--- config.mk ---
export PLATFORM = sky130hd
export DESIGN_NAME = bf_loop_ctrl_flat
export DESIGN_NICKNAME = d
export VERILOG_FILES = /design/src/rtl/bf_loop_ctrl_if.sv /design/src/rtl/bf_loop_ctrl.sv /design/src/flat_wrapper.sv
export SDC_FILE = /design/constraint.sdc
export NUM_CORES = 1
export LEC_CHECK = 0
export CELL_PAD_IN_SITES_DETAIL_PLACEMENT = 1
export CELL_PAD_IN_SITES_GLOBAL_PLACEMENT = 1
export CORE_MARGIN = 4
export CORE_UTILIZATION = 41
export CTS_CLUSTER_SIZE = 14
export DETAILED_ROUTE_END_ITERATION = 6
export GPL_TIMING_DRIVEN = 1
export PLACE_DENSITY = 0.86
export SLEW_MARGIN = 20
export SYNTH_ARGS = -nofsm -noshare
export SYNTH_HDL_FRONTEND = slang
export SYNTH_SLANG_ARGS = --single-unit
--- constraint.sdc ---
create_clock -name clk -period 3 [get_ports clk]
set_input_delay 0.6 -clock clk [delete_from_list [all_inputs] [get_ports clk]]
set_output_delay 0.6 -clock clk [all_outputs]
set_load 0.005 [all_outputs]
--- src/rtl/bf_loop_ctrl_if.sv ---
// rtl/bf_loop_ctrl_if.sv - core/program-port bundle for the bf loop sequencer (loop_count only with BF_LOOP_STATS_EN)
interface bf_loop_ctrl_if #(
    parameter int ADDR_W = 8,
    parameter int DEPTH  = 16
);
    localparam int SP_W = $clog2(DEPTH) + 1;

    // Jump request from the core
    logic              req;
    logic              op;
    logic [ADDR_W-1:0] pc;
    logic              data_zero;

    // Jump result back to the core
    logic              done;
    logic [ADDR_W-1:0] next_pc;
    logic              busy;

    // Borrowed program read port
    logic              scan_ren;
    logic [ADDR_W-1:0] scan_addr;
    logic [7:0]        prog_rval;

    // Status
    logic              err;
    logic [1:0]        err_code;
    logic [SP_W-1:0]   sp;
`ifdef BF_LOOP_STATS_EN
    logic [15:0]       loop_count;
`endif

    modport master (
        output req, op, pc, data_zero, prog_rval,
        input  done, next_pc, busy, scan_ren, scan_addr, err, err_code, sp
`ifdef BF_LOOP_STATS_EN
        , input loop_count
`endif
    );

    modport slave (
        input  req, op, pc, data_zero, prog_rval,
        output done, next_pc, busy, scan_ren, scan_addr, err, err_code, sp
`ifdef BF_LOOP_STATS_EN
        , output loop_count
`endif
    );
endinterface

--- src/rtl/bf_loop_ctrl.sv ---
// rtl/bf_loop_ctrl.sv - bf '['/']' loop sequencer with return stack and forward scan (optional BF_LOOP_STATS_EN)
module bf_loop_ctrl #(
    parameter int ADDR_W = 8,
    parameter int DEPTH  = 16,
    parameter int NEST_W = 8
) (
    input  logic          clk,
    input  logic          reset,
    bf_loop_ctrl_if.slave bus
);
    localparam int SP_W  = $clog2(DEPTH) + 1;
    localparam int IDX_W = (DEPTH > 1) ? $clog2(DEPTH) : 1;

    localparam logic [1:0] S_IDLE     = 2'd0;
    localparam logic [1:0] S_SCAN_RD  = 2'd1;
    localparam logic [1:0] S_SCAN_CHK = 2'd2;
    localparam logic [1:0] S_ERROR    = 2'd3;

    localparam logic [7:0] CH_OPEN  = 8'h5B;
    localparam logic [7:0] CH_CLOSE = 8'h5D;

    localparam logic [1:0] E_OVERFLOW  = 2'b01;
    localparam logic [1:0] E_UNDERFLOW = 2'b10;
    localparam logic [1:0] E_UNMATCHED = 2'b11;

    logic [1:0]        state_q, state_d;
    logic [SP_W-1:0]   sp_q, sp_d;
    logic [ADDR_W-1:0] stack_q [DEPTH];
    logic [ADDR_W-1:0] stack_d [DEPTH];
    logic [ADDR_W-1:0] next_pc_q, next_pc_d;
    logic              done_q, done_d;
    logic              busy_q, busy_d;
    logic              scan_ren_q, scan_ren_d;
    logic [ADDR_W-1:0] scan_addr_q, scan_addr_d;
    logic              err_q, err_d;
    logic [1:0]        err_code_q, err_code_d;
    logic [NEST_W-1:0] depth_q, depth_d;
`ifdef BF_LOOP_STATS_EN
    logic [15:0]       loop_count_q, loop_count_d;
`endif

    logic [SP_W-1:0]   sp_m1;
    logic [IDX_W-1:0]  push_idx;
    logic [IDX_W-1:0]  top_idx;

    assign sp_m1    = sp_q - SP_W'(1);
    assign push_idx = sp_q[IDX_W-1:0];
    assign top_idx  = sp_m1[IDX_W-1:0];

    // Next-state logic: request decode in IDLE, one character per SCAN_RD/SCAN_CHK pair
    always_comb begin
        state_d     = state_q;
        sp_d        = sp_q;
        stack_d     = stack_q;
        next_pc_d   = next_pc_q;
        done_d      = 1'b0;
        busy_d      = busy_q;
        scan_ren_d  = 1'b0;
        scan_addr_d = scan_addr_q;
        err_d       = err_q;
        err_code_d  = err_code_q;
        depth_d     = depth_q;
`ifdef BF_LOOP_STATS_EN
        loop_count_d = loop_count_q;
`endif
        case (state_q)
            S_IDLE: begin
                if (bus.req) begin
                    if (!bus.op) begin
                        if (bus.data_zero) begin
                            // Loop skipped: hunt for the matching ']' in program memory
                            depth_d     = NEST_W'(1);
                            scan_addr_d = bus.pc + ADDR_W'(1);
                            scan_ren_d  = 1'b1;
                            busy_d      = 1'b1;
                            state_d     = S_SCAN_RD;
                        end else if (sp_q == SP_W'(DEPTH)) begin
                            err_d      = 1'b1;
                            err_code_d = E_OVERFLOW;
                            busy_d     = 1'b1;
                            state_d    = S_ERROR;
                        end else begin
                            stack_d[push_idx] = bus.pc;
                            sp_d              = sp_q + SP_W'(1);
                            next_pc_d         = bus.pc + ADDR_W'(1);
                            done_d            = 1'b1;
                        end
                    end else begin
                        if (sp_q == '0) begin
                            err_d      = 1'b1;
                            err_code_d = E_UNDERFLOW;
                            busy_d     = 1'b1;
                            state_d    = S_ERROR;
                        end else if (!bus.data_zero) begin
                            // Taken back-jump: resume just after the open '['
                            next_pc_d = stack_q[top_idx] + ADDR_W'(1);
                            done_d    = 1'b1;
`ifdef BF_LOOP_STATS_EN
                            if (loop_count_q != 16'hFFFF) begin
                                loop_count_d = loop_count_q + 16'd1;
                            end
`endif
                        end else begin
                            sp_d      = sp_m1;
                            next_pc_d = bus.pc + ADDR_W'(1);
                            done_d    = 1'b1;
                        end
                    end
                end
            end
            S_SCAN_RD: begin
                state_d = S_SCAN_CHK;
            end
            S_SCAN_CHK: begin
                if (bus.prog_rval == CH_CLOSE && depth_q == NEST_W'(1)) begin
                    next_pc_d = scan_addr_q + ADDR_W'(1);
                    done_d    = 1'b1;
                    busy_d    = 1'b0;
                    state_d   = S_IDLE;
                end else if (bus.prog_rval == 8'h00 ||
                             (bus.prog_rval == CH_OPEN && depth_q == '1) ||
                             scan_addr_q == '1) begin
                    // End of program, nesting overflow, or top of memory: no wrap-around
                    err_d      = 1'b1;
                    err_code_d = E_UNMATCHED;
                    state_d    = S_ERROR;
                end else begin
                    if (bus.prog_rval == CH_OPEN) begin
                        depth_d = depth_q + NEST_W'(1);
                    end else if (bus.prog_rval == CH_CLOSE) begin
                        depth_d = depth_q - NEST_W'(1);
                    end
                    scan_addr_d = scan_addr_q + ADDR_W'(1);
                    scan_ren_d  = 1'b1;
                    state_d     = S_SCAN_RD;
                end
            end
            default: begin
                // ERROR is terminal until reset; everything holds
                state_d = S_ERROR;
            end
        endcase
    end

    // State and output registers with synchronous reset
    always_ff @(posedge clk) begin
        if (reset) begin
            state_q     <= S_IDLE;
            sp_q        <= '0;
            stack_q     <= '{default: '0};
            next_pc_q   <= '0;
            done_q      <= 1'b0;
            busy_q      <= 1'b0;
            scan_ren_q  <= 1'b0;
            scan_addr_q <= '0;
            err_q       <= 1'b0;
            err_code_q  <= 2'b00;
            depth_q     <= '0;
`ifdef BF_LOOP_STATS_EN
            loop_count_q <= 16'd0;
`endif
        end else begin
            state_q     <= state_d;
            sp_q        <= sp_d;
            stack_q     <= stack_d;
            next_pc_q   <= next_pc_d;
            done_q      <= done_d;
            busy_q      <= busy_d;
            scan_ren_q  <= scan_ren_d;
            scan_addr_q <= scan_addr_d;
            err_q       <= err_d;
            err_code_q  <= err_code_d;
            depth_q     <= depth_d;
`ifdef BF_LOOP_STATS_EN
            loop_count_q <= loop_count_d;
`endif
        end
    end

    assign bus.done      = done_q;
    assign bus.next_pc   = next_pc_q;
    assign bus.busy      = busy_q;
    assign bus.scan_ren  = scan_ren_q;
    assign bus.scan_addr = scan_addr_q;
    assign bus.err       = err_q;
    assign bus.err_code  = err_code_q;
    assign bus.sp        = sp_q;
`ifdef BF_LOOP_STATS_EN
    assign bus.loop_count = loop_count_q;
`endif
endmodule

--- src/flat_wrapper.sv ---
// flat-port wrapper written by rule: the top's interface ports become plain ports
module bf_loop_ctrl_flat 
#(
    parameter int ADDR_W = 8,
    parameter int DEPTH  = 16,
    parameter int NEST_W = 8
)
  (clk, reset, bus_req, bus_op, bus_pc, bus_data_zero, bus_prog_rval, bus_done, bus_next_pc, bus_busy, bus_scan_ren, bus_scan_addr, bus_err, bus_err_code, bus_sp);
  bf_loop_ctrl_if #(.ADDR_W(ADDR_W), .DEPTH(DEPTH)) bus_i ();
  input  logic clk;
  input  logic reset;
  input wire logic [$bits(bus_i.req)-1:0] bus_req;
  input wire logic [$bits(bus_i.op)-1:0] bus_op;
  input wire logic [$bits(bus_i.pc)-1:0] bus_pc;
  input wire logic [$bits(bus_i.data_zero)-1:0] bus_data_zero;
  input wire logic [$bits(bus_i.prog_rval)-1:0] bus_prog_rval;
  output wire logic [$bits(bus_i.done)-1:0] bus_done;
  output wire logic [$bits(bus_i.next_pc)-1:0] bus_next_pc;
  output wire logic [$bits(bus_i.busy)-1:0] bus_busy;
  output wire logic [$bits(bus_i.scan_ren)-1:0] bus_scan_ren;
  output wire logic [$bits(bus_i.scan_addr)-1:0] bus_scan_addr;
  output wire logic [$bits(bus_i.err)-1:0] bus_err;
  output wire logic [$bits(bus_i.err_code)-1:0] bus_err_code;
  output wire logic [$bits(bus_i.sp)-1:0] bus_sp;
  assign bus_i.req = bus_req;
  assign bus_i.op = bus_op;
  assign bus_i.pc = bus_pc;
  assign bus_i.data_zero = bus_data_zero;
  assign bus_i.prog_rval = bus_prog_rval;
  assign bus_done = bus_i.done;
  assign bus_next_pc = bus_i.next_pc;
  assign bus_busy = bus_i.busy;
  assign bus_scan_ren = bus_i.scan_ren;
  assign bus_scan_addr = bus_i.scan_addr;
  assign bus_err = bus_i.err;
  assign bus_err_code = bus_i.err_code;
  assign bus_sp = bus_i.sp;
  bf_loop_ctrl #(.ADDR_W(ADDR_W), .DEPTH(DEPTH), .NEST_W(NEST_W)) u_core (.clk(clk), .reset(reset), .bus(bus_i));
endmodule
After elaboration in Yosys (flattened, before gate mapping)
Index checks and enable logic that the tools add are counted.

Equal/unequal tests: 26. Bitwise logic cells: 5. Reduce and logical (&&, ||, !) cells: 17. Mux-type cells: 75. Magnitude comparators: 3. $add $sub $neg: 7.

Operator list (count): 8-bit two-way mux (22); 128-bit bitwise mux (1); 8-bit one-hot mux with 2 select lines (3); 8-bit by 1-bit adder with 8-bit output (second input constant) (4); 8-bit binary-select mux with 4-bit select (1); 8-bit demux with 4-bit select (1); 2-bit two-way mux (14); 5-bit two-way mux (5); 1-bit two-way mux (22); 6-bit AND reduction (3); 8-bit by 7-bit equality test with 1-bit output (second input constant) (2); 8-bit equality test (second input constant) (2); 2-bit != test (second input constant) (8); 7-bit AND reduction (2); 5-bit greater-or-equal comparator (second input constant) (2); 4-bit inverter with 5-bit output (2); 5-bit AND reduction (2); 3-bit != test (second input constant) (3); 8-bit by 1-bit equality test with 1-bit output (second input constant) (1); 8-bit zero test (1); 1-bit one-hot mux with 2 select lines (4); 8-bit by 1-bit subtractor with 8-bit output (second input constant) (1); 2-bit by 1-bit != test with 1-bit output (second input constant) (3); 3-bit by 2-bit != test with 1-bit output (second input constant) (2); other kinds (17) (22).

Output and inout port bits: 27. Register bits: 165. Input port bits: 21.

Longest topological paths before layout
Depth after elaboration: 11. Gate-level depth with buffers: 13.

Worst setup path before layout
OpenSTA, ideal clock, no wires.

Path type: reg-to-reg. From: register u_core.sp_q[0], in the netlist u_core.bus.sp[0]. To: register u_core.next_pc_q[6], in the netlist u_core.bus.next_pc[6]. Arrival time: 2.805 ns. Clock period less this slack: 2.923 ns. Library setup time: 0.117 ns. Setup slack: 0.077 ns. Cell stages (with the launch flop): 12. Data required time: 2.883 ns. Path through: dfxtp_1 > inv_2 > ha_1 > xnor2_2 > mux4_2 > nor2_1 > a41o_1 > ha_1 > nand2_1 > nor4_1 > o211ai_1 > a32o_1.

Word-level cells in the longest chain between the ends: 11.

Ends and longest elaborated chain: start: declaration (RTL line bf_loop_ctrl.sv:27) `logic [SP_W-1:0] sp_q, sp_d;`; start signal: assignment (RTL line bf_loop_ctrl.sv:164) `sp_q <= sp_d;`; 5-bit by 1-bit subtractor with 5-bit output (RTL line bf_loop_ctrl.sv:46) `assign sp_m1 = sp_q - SP_W'(1);`; named net u_core.sp_m1[0] (RTL line bf_loop_ctrl.sv:42) `logic [SP_W-1:0] sp_m1;`; 4-bit inverter with 5-bit output (implied by the code) (RTL line bf_loop_ctrl.sv:96) `next_pc_d = stack_q[top_idx] + ADDR_W'(1);`; 8-bit binary-select mux with 4-bit select (RTL line bf_loop_ctrl.sv:96); 8-bit two-way mux (implied by the code) (2 in a row) (RTL line bf_loop_ctrl.sv:96); 8-bit by 1-bit adder with 8-bit output (RTL line bf_loop_ctrl.sv:96); 8-bit two-way mux (RTL line bf_loop_ctrl.sv:94) `end else if (!bus.data_zero) begin`; 8-bit two-way mux (RTL line bf_loop_ctrl.sv:89) `if (sp_q == '0) begin`; 8-bit two-way mux (RTL line bf_loop_ctrl.sv:69) `if (!bus.op) begin`; 8-bit two-way mux (RTL line bf_loop_ctrl.sv:68) `if (bus.req) begin`; 8-bit one-hot mux with 2 select lines (RTL line bf_loop_ctrl.sv:66) `case (state_q)`; end signal: assignment (RTL line bf_loop_ctrl.sv:166) `next_pc_q <= next_pc_d;`; end: declaration (RTL line bf_loop_ctrl.sv:30) `logic [ADDR_W-1:0] next_pc_q, next_pc_d;`.

The timed path passes the listed nets, and every way through them passes these cells. The select of a mux whose other input is x is not followed. A chain may end at the register's enable or synchronous reset.

Final worst setup path
From: register u_core.sp_q[1], in the netlist u_core.bus.sp[1]. To: register u_core.next_pc_q[6], in the netlist u_core.bus.next_pc[6].

Word-level cells in the longest chain between the ends: 11.

Ends and longest elaborated chain (RTL line): 5-bit by 1-bit subtractor with 5-bit output (bf_loop_ctrl.sv:46); 4-bit inverter with 5-bit output (implied by the code) (bf_loop_ctrl.sv:96); 8-bit binary-select mux with 4-bit select (bf_loop_ctrl.sv:96); 8-bit two-way mux (implied by the code) (2 in a row) (bf_loop_ctrl.sv:96); 8-bit by 1-bit adder with 8-bit output (bf_loop_ctrl.sv:96); 8-bit two-way mux (bf_loop_ctrl.sv:94); 8-bit two-way mux (bf_loop_ctrl.sv:89); 8-bit two-way mux (bf_loop_ctrl.sv:69); 8-bit two-way mux (bf_loop_ctrl.sv:68); 8-bit one-hot mux with 2 select lines (bf_loop_ctrl.sv:66).

Parallel ways exist; a longest one is shown, timed or not. The select of a mux whose other input is x is not followed.

==> flow_metrics.py <==
metrics = {
    "logic_synthesis": {
        "synth_cells": 980,
        "ys_seq_elements": 165,
        "syn_area_per_cell_um2": 8.32,
        "synth_warnings": 0,
        "syn_nets": 1014,
        "synthTopCellsByArea": "dfxtp_1 (41%), nand2_1 (11%), a21oi_1 (7.2%)",
        "synth-main-ff-cell": "dfxtp_1",
        "syn_area_um2": 8150,
        "synth_edf_count": 0,
        "synth_seq_area_share_pct": 40.5,
        "netlist-cell-type-count": 61,
        "synth_top_area_cell": "dfxtp_1",
        "async_flop_share_pct": 0,
        "yosys.area.top_type_share_pct": 40.5,
    },
    "route": {
        "first_pass_iters": 5,
        "drt_iter0_markers": 554,
        "drc": 0,
        "ant_nets": 0,
        "via_per_inst": 5.80,
        "wirelength_um": 26400,
        "vias": 7577,
        "wl_per_cell_um": 20.2,
    },
    "cells_and_area": {
        "drive_above_1_share_pct": 12.4,
        "nets": 1062,
        "register_area_um2": 3300,
        "multiInputGateArea_um2": 4540,
        "antenna_cells": 0,
        "finalNonFillerCells": 1306,
        "area.growth.synth_to_final_pct": 18.1,
        "n_fill_cell": 2327,
    },
    "die": {
        "dieArea_um2": 22200,
        "die_y_um": 149,
        "die_w_um": 149,
        "io_pins": 48,
        "rows": 51,
        "start_util_pct": 41.7,
        "core_um2": 19500,
    },
    "timing": {
        "hold_viol": 0,
        "finalMaxSlewViolations": 0,
        "layout_min_cycle_time_ns": 2.79,
        "clock.fmax_mhz": 358,
        "setup_viol": 0,
        "tightest_slew_ns": 0.682,
        "finalSetupTns_ns": 0,
        "finClkSkew_ns": 0.0177,
        "timing.slew.headroom_pct": 54.6,
        "rsz0062_at_grt": "false",
        "period_share_pct": 93.1,
    },
    "critical_path": {
        "cp.arrival_ns": 3.11,
        "crit_path_end_kind": "flip-flop",
        "cp_max_fo": 22,
        "cp.required_ns": 3.32,
        "cp-start-kind": "flip-flop",
        "critPathKind": "reg -> reg",
    },
    "clock_network": {
        "clock_latency_ns": 0.44,
        "cts.clk_slew.worst_paths_ns": 0.07,
        "cts_max_level": 4,
        "cts_setup_buffers": 0,
        "cts_root_buffer": "clkbuf_16",
        "cts_sinks": 165,
        "cts.hold.buffers_added": 0,
        "cts_buffer_depth": 2,
        "numCtsBuffers": 17,
        "cts_tree": "done",
    },
    "global_route": {
        "grt_pass1_wl_um": 42100,
        "antenna_found_initial": 0,
        "grt_overflow": 0,
        "gr-usage-all-layers_pct": 24.1,
        "grt_pass1_vias": 7824,
        "grt_max_degree": 69,
    },
    "placement": {
        "place.port_buffers": 47,
        "dp_hpwl_um": 18200,
        "gp_congestion": 0.975,
        "post-place-cells": 1274,
    },
    "worst_hold_path": {
        "worst_hold_path_type": "reg -> reg",
    },
    "status": {
        "status": "finished clean",
    },
    "flow_run": {
        "maxCapViolCount": 0,
    },
    "power_and_ir_drop": {
        "vdd_drop_max_mv": 0.343,
        "power.density_nw_per_um2": 560,
        "leakage_nw": 3.59,
    },
}
state kept, by name, summed over array words and instances, names as in the netlist, 2 cells and up:
register              cells
u_core.bus.sp             5
u_core.depth_q            8
u_core.stack_q          128
u_core.bus.err_code       2
u_core.bus.scan_addr      8
u_core.state_q            2
u_core.bus.next_pc        8
area by class of cell:
class                           instances  share of cell area (%)
Multi-Input combinational cell        738                    47.2
Clock buffer                           18                    4.46
Timing Repair Buffer                   95                    8.91
Sequential cell                       165                    34.3
Tap cell                              265                    3.45
Clock inverter                         14                    1.25
Inverter                               11                   0.429
worst max-delay path, stage by stage (launching register included):
cell      delay [ns]
dfxtp_1         0.31
inv_1           0.11
ha_2            0.26
xor2_2          0.19
buf_12          0.20
mux2_2          0.35
o22a_1          0.20
a41o_1          0.28
ha_1            0.23
nand2_1         0.09
o31a_1          0.14
o211ai_1        0.10
a32o_1          0.22
synthesized netlist by cell type, drive strengths merged (2+ instances only):
cell type  count
mux2i         55
nor3          11
a211oi         7
nand4          9
xnor2         14
or2            2
nand2        238
o22ai          8
nor2b          8
o211ai         4
ha            13
mux2           6
and4           2
mux4          27
nor2          98
buf           14
or3            3
nor4           8
inv           11
and3          14
nand3         31
a21o           2
dfxtp        165
xor2          13
nand3b         3
clkbuf        52
and2           3
a21oi        118
nand2b         3
a311oi         2
o21ai         20
a31oi          2
cell usage in the layout, fill, tap and decap left out, types with 3 or more instances in the layout:
| master | instances |
|---|---|
| buf_4 | 46 |
| and2_1 | 3 |
| nand3b_1 | 3 |
| nor2b_1 | 8 |
| o22ai_1 | 7 |
| mux4_2 | 26 |
| inv_6 | 4 |
| nor4_1 | 5 |
| ha_1 | 11 |
| clkbuf_16 | 17 |
| o211ai_1 | 4 |
| or3_1 | 3 |
| nand3_1 | 30 |
| clkinvlp_4 | 3 |
| clkdlybuf4s50_1 | 46 |
| clkinv_2 | 3 |
| dfxtp_1 | 164 |
| inv_1 | 10 |
| nor2_1 | 98 |
| xnor2_1 | 13 |
| nand2_1 | 238 |
| o21ai_0 | 19 |
| nand4_1 | 9 |
| mux2_2 | 5 |
| mux2i_1 | 54 |
| xor2_1 | 12 |
| nand2b_1 | 3 |
| and3_1 | 14 |
| a211oi_1 | 6 |
| nor3_1 | 10 |
| a21oi_1 | 118 |
kinds of logic after synthesis:
group / Yosys count / synth area share [%]
simple gates: 433 / 22.7
compound gates: 177 / 12.5
flops: 165 / 40.5
mux: 88 / 15.2
buf+inv: 77 / 3.95
xor+xnor: 27 / 3.09
fa+ha+maj: 13 / 2.00
worst paths after layout:
| check | endpoint | from | slack, ns | cells after the start |
|---|---|---|---|---|
| worst max-delay path | u_core.bus.next_pc[6] | u_core.bus.sp[1] | 0.21 | 12 |
| worst min-delay path | u_core.stack_q[13] | u_core.stack_q[13] | 0.46 | 2 |
| worst max register to register | u_core.bus.next_pc[6] | u_core.bus.sp[1] | 0.21 | 12 |
| worst min register to register | u_core.stack_q[13] | u_core.stack_q[13] | 0.46 | 2 |
where the power goes:
part / total [mW] / internal [mW] / switching (mW)
Combinational: 1.02 / 0.431 / 0.586
Sequential: 2.31 / 2.25 / 0.0654
Clock: 2.06 / 1.08 / 0.979
metal layers:
layer	up-vias	track usage (%)	part of all wire, %	wire, µm
met5	-	0	0	0
met4	0	8.05	2.5	666
met2	241	41.2	49	13000
li1	3486	-	-	-
met3	53	5.01	5.8	1530
met1	3797	30.3	42	11100
metrics by stage:
stage,hold slack [ns],cell area [µm²],setup WS (ns),utilization (%),power (mW)
2_1_floorplan,0.427,8150,0.0773,-,2.96
3_3_place_gp,0.435,9060,0.133,46.4,3.33
3_5_place_dp,0.444,9060,0.106,46.4,3.35
4_1_cts,0.456,9610,0.0875,49.2,5.41
5_1_grt,0.479,9620,0.0225,49.3,5.60
6_report,0.455,9620,0.207,49.3,5.39
timing repair:
action / in CTS / in global routing
resized for setup: 0 / 3
endpoints found under the setup margin: 0 / 2
hold endpoints to repair: 0 / 0
Power figures use the tool's default switching activity.
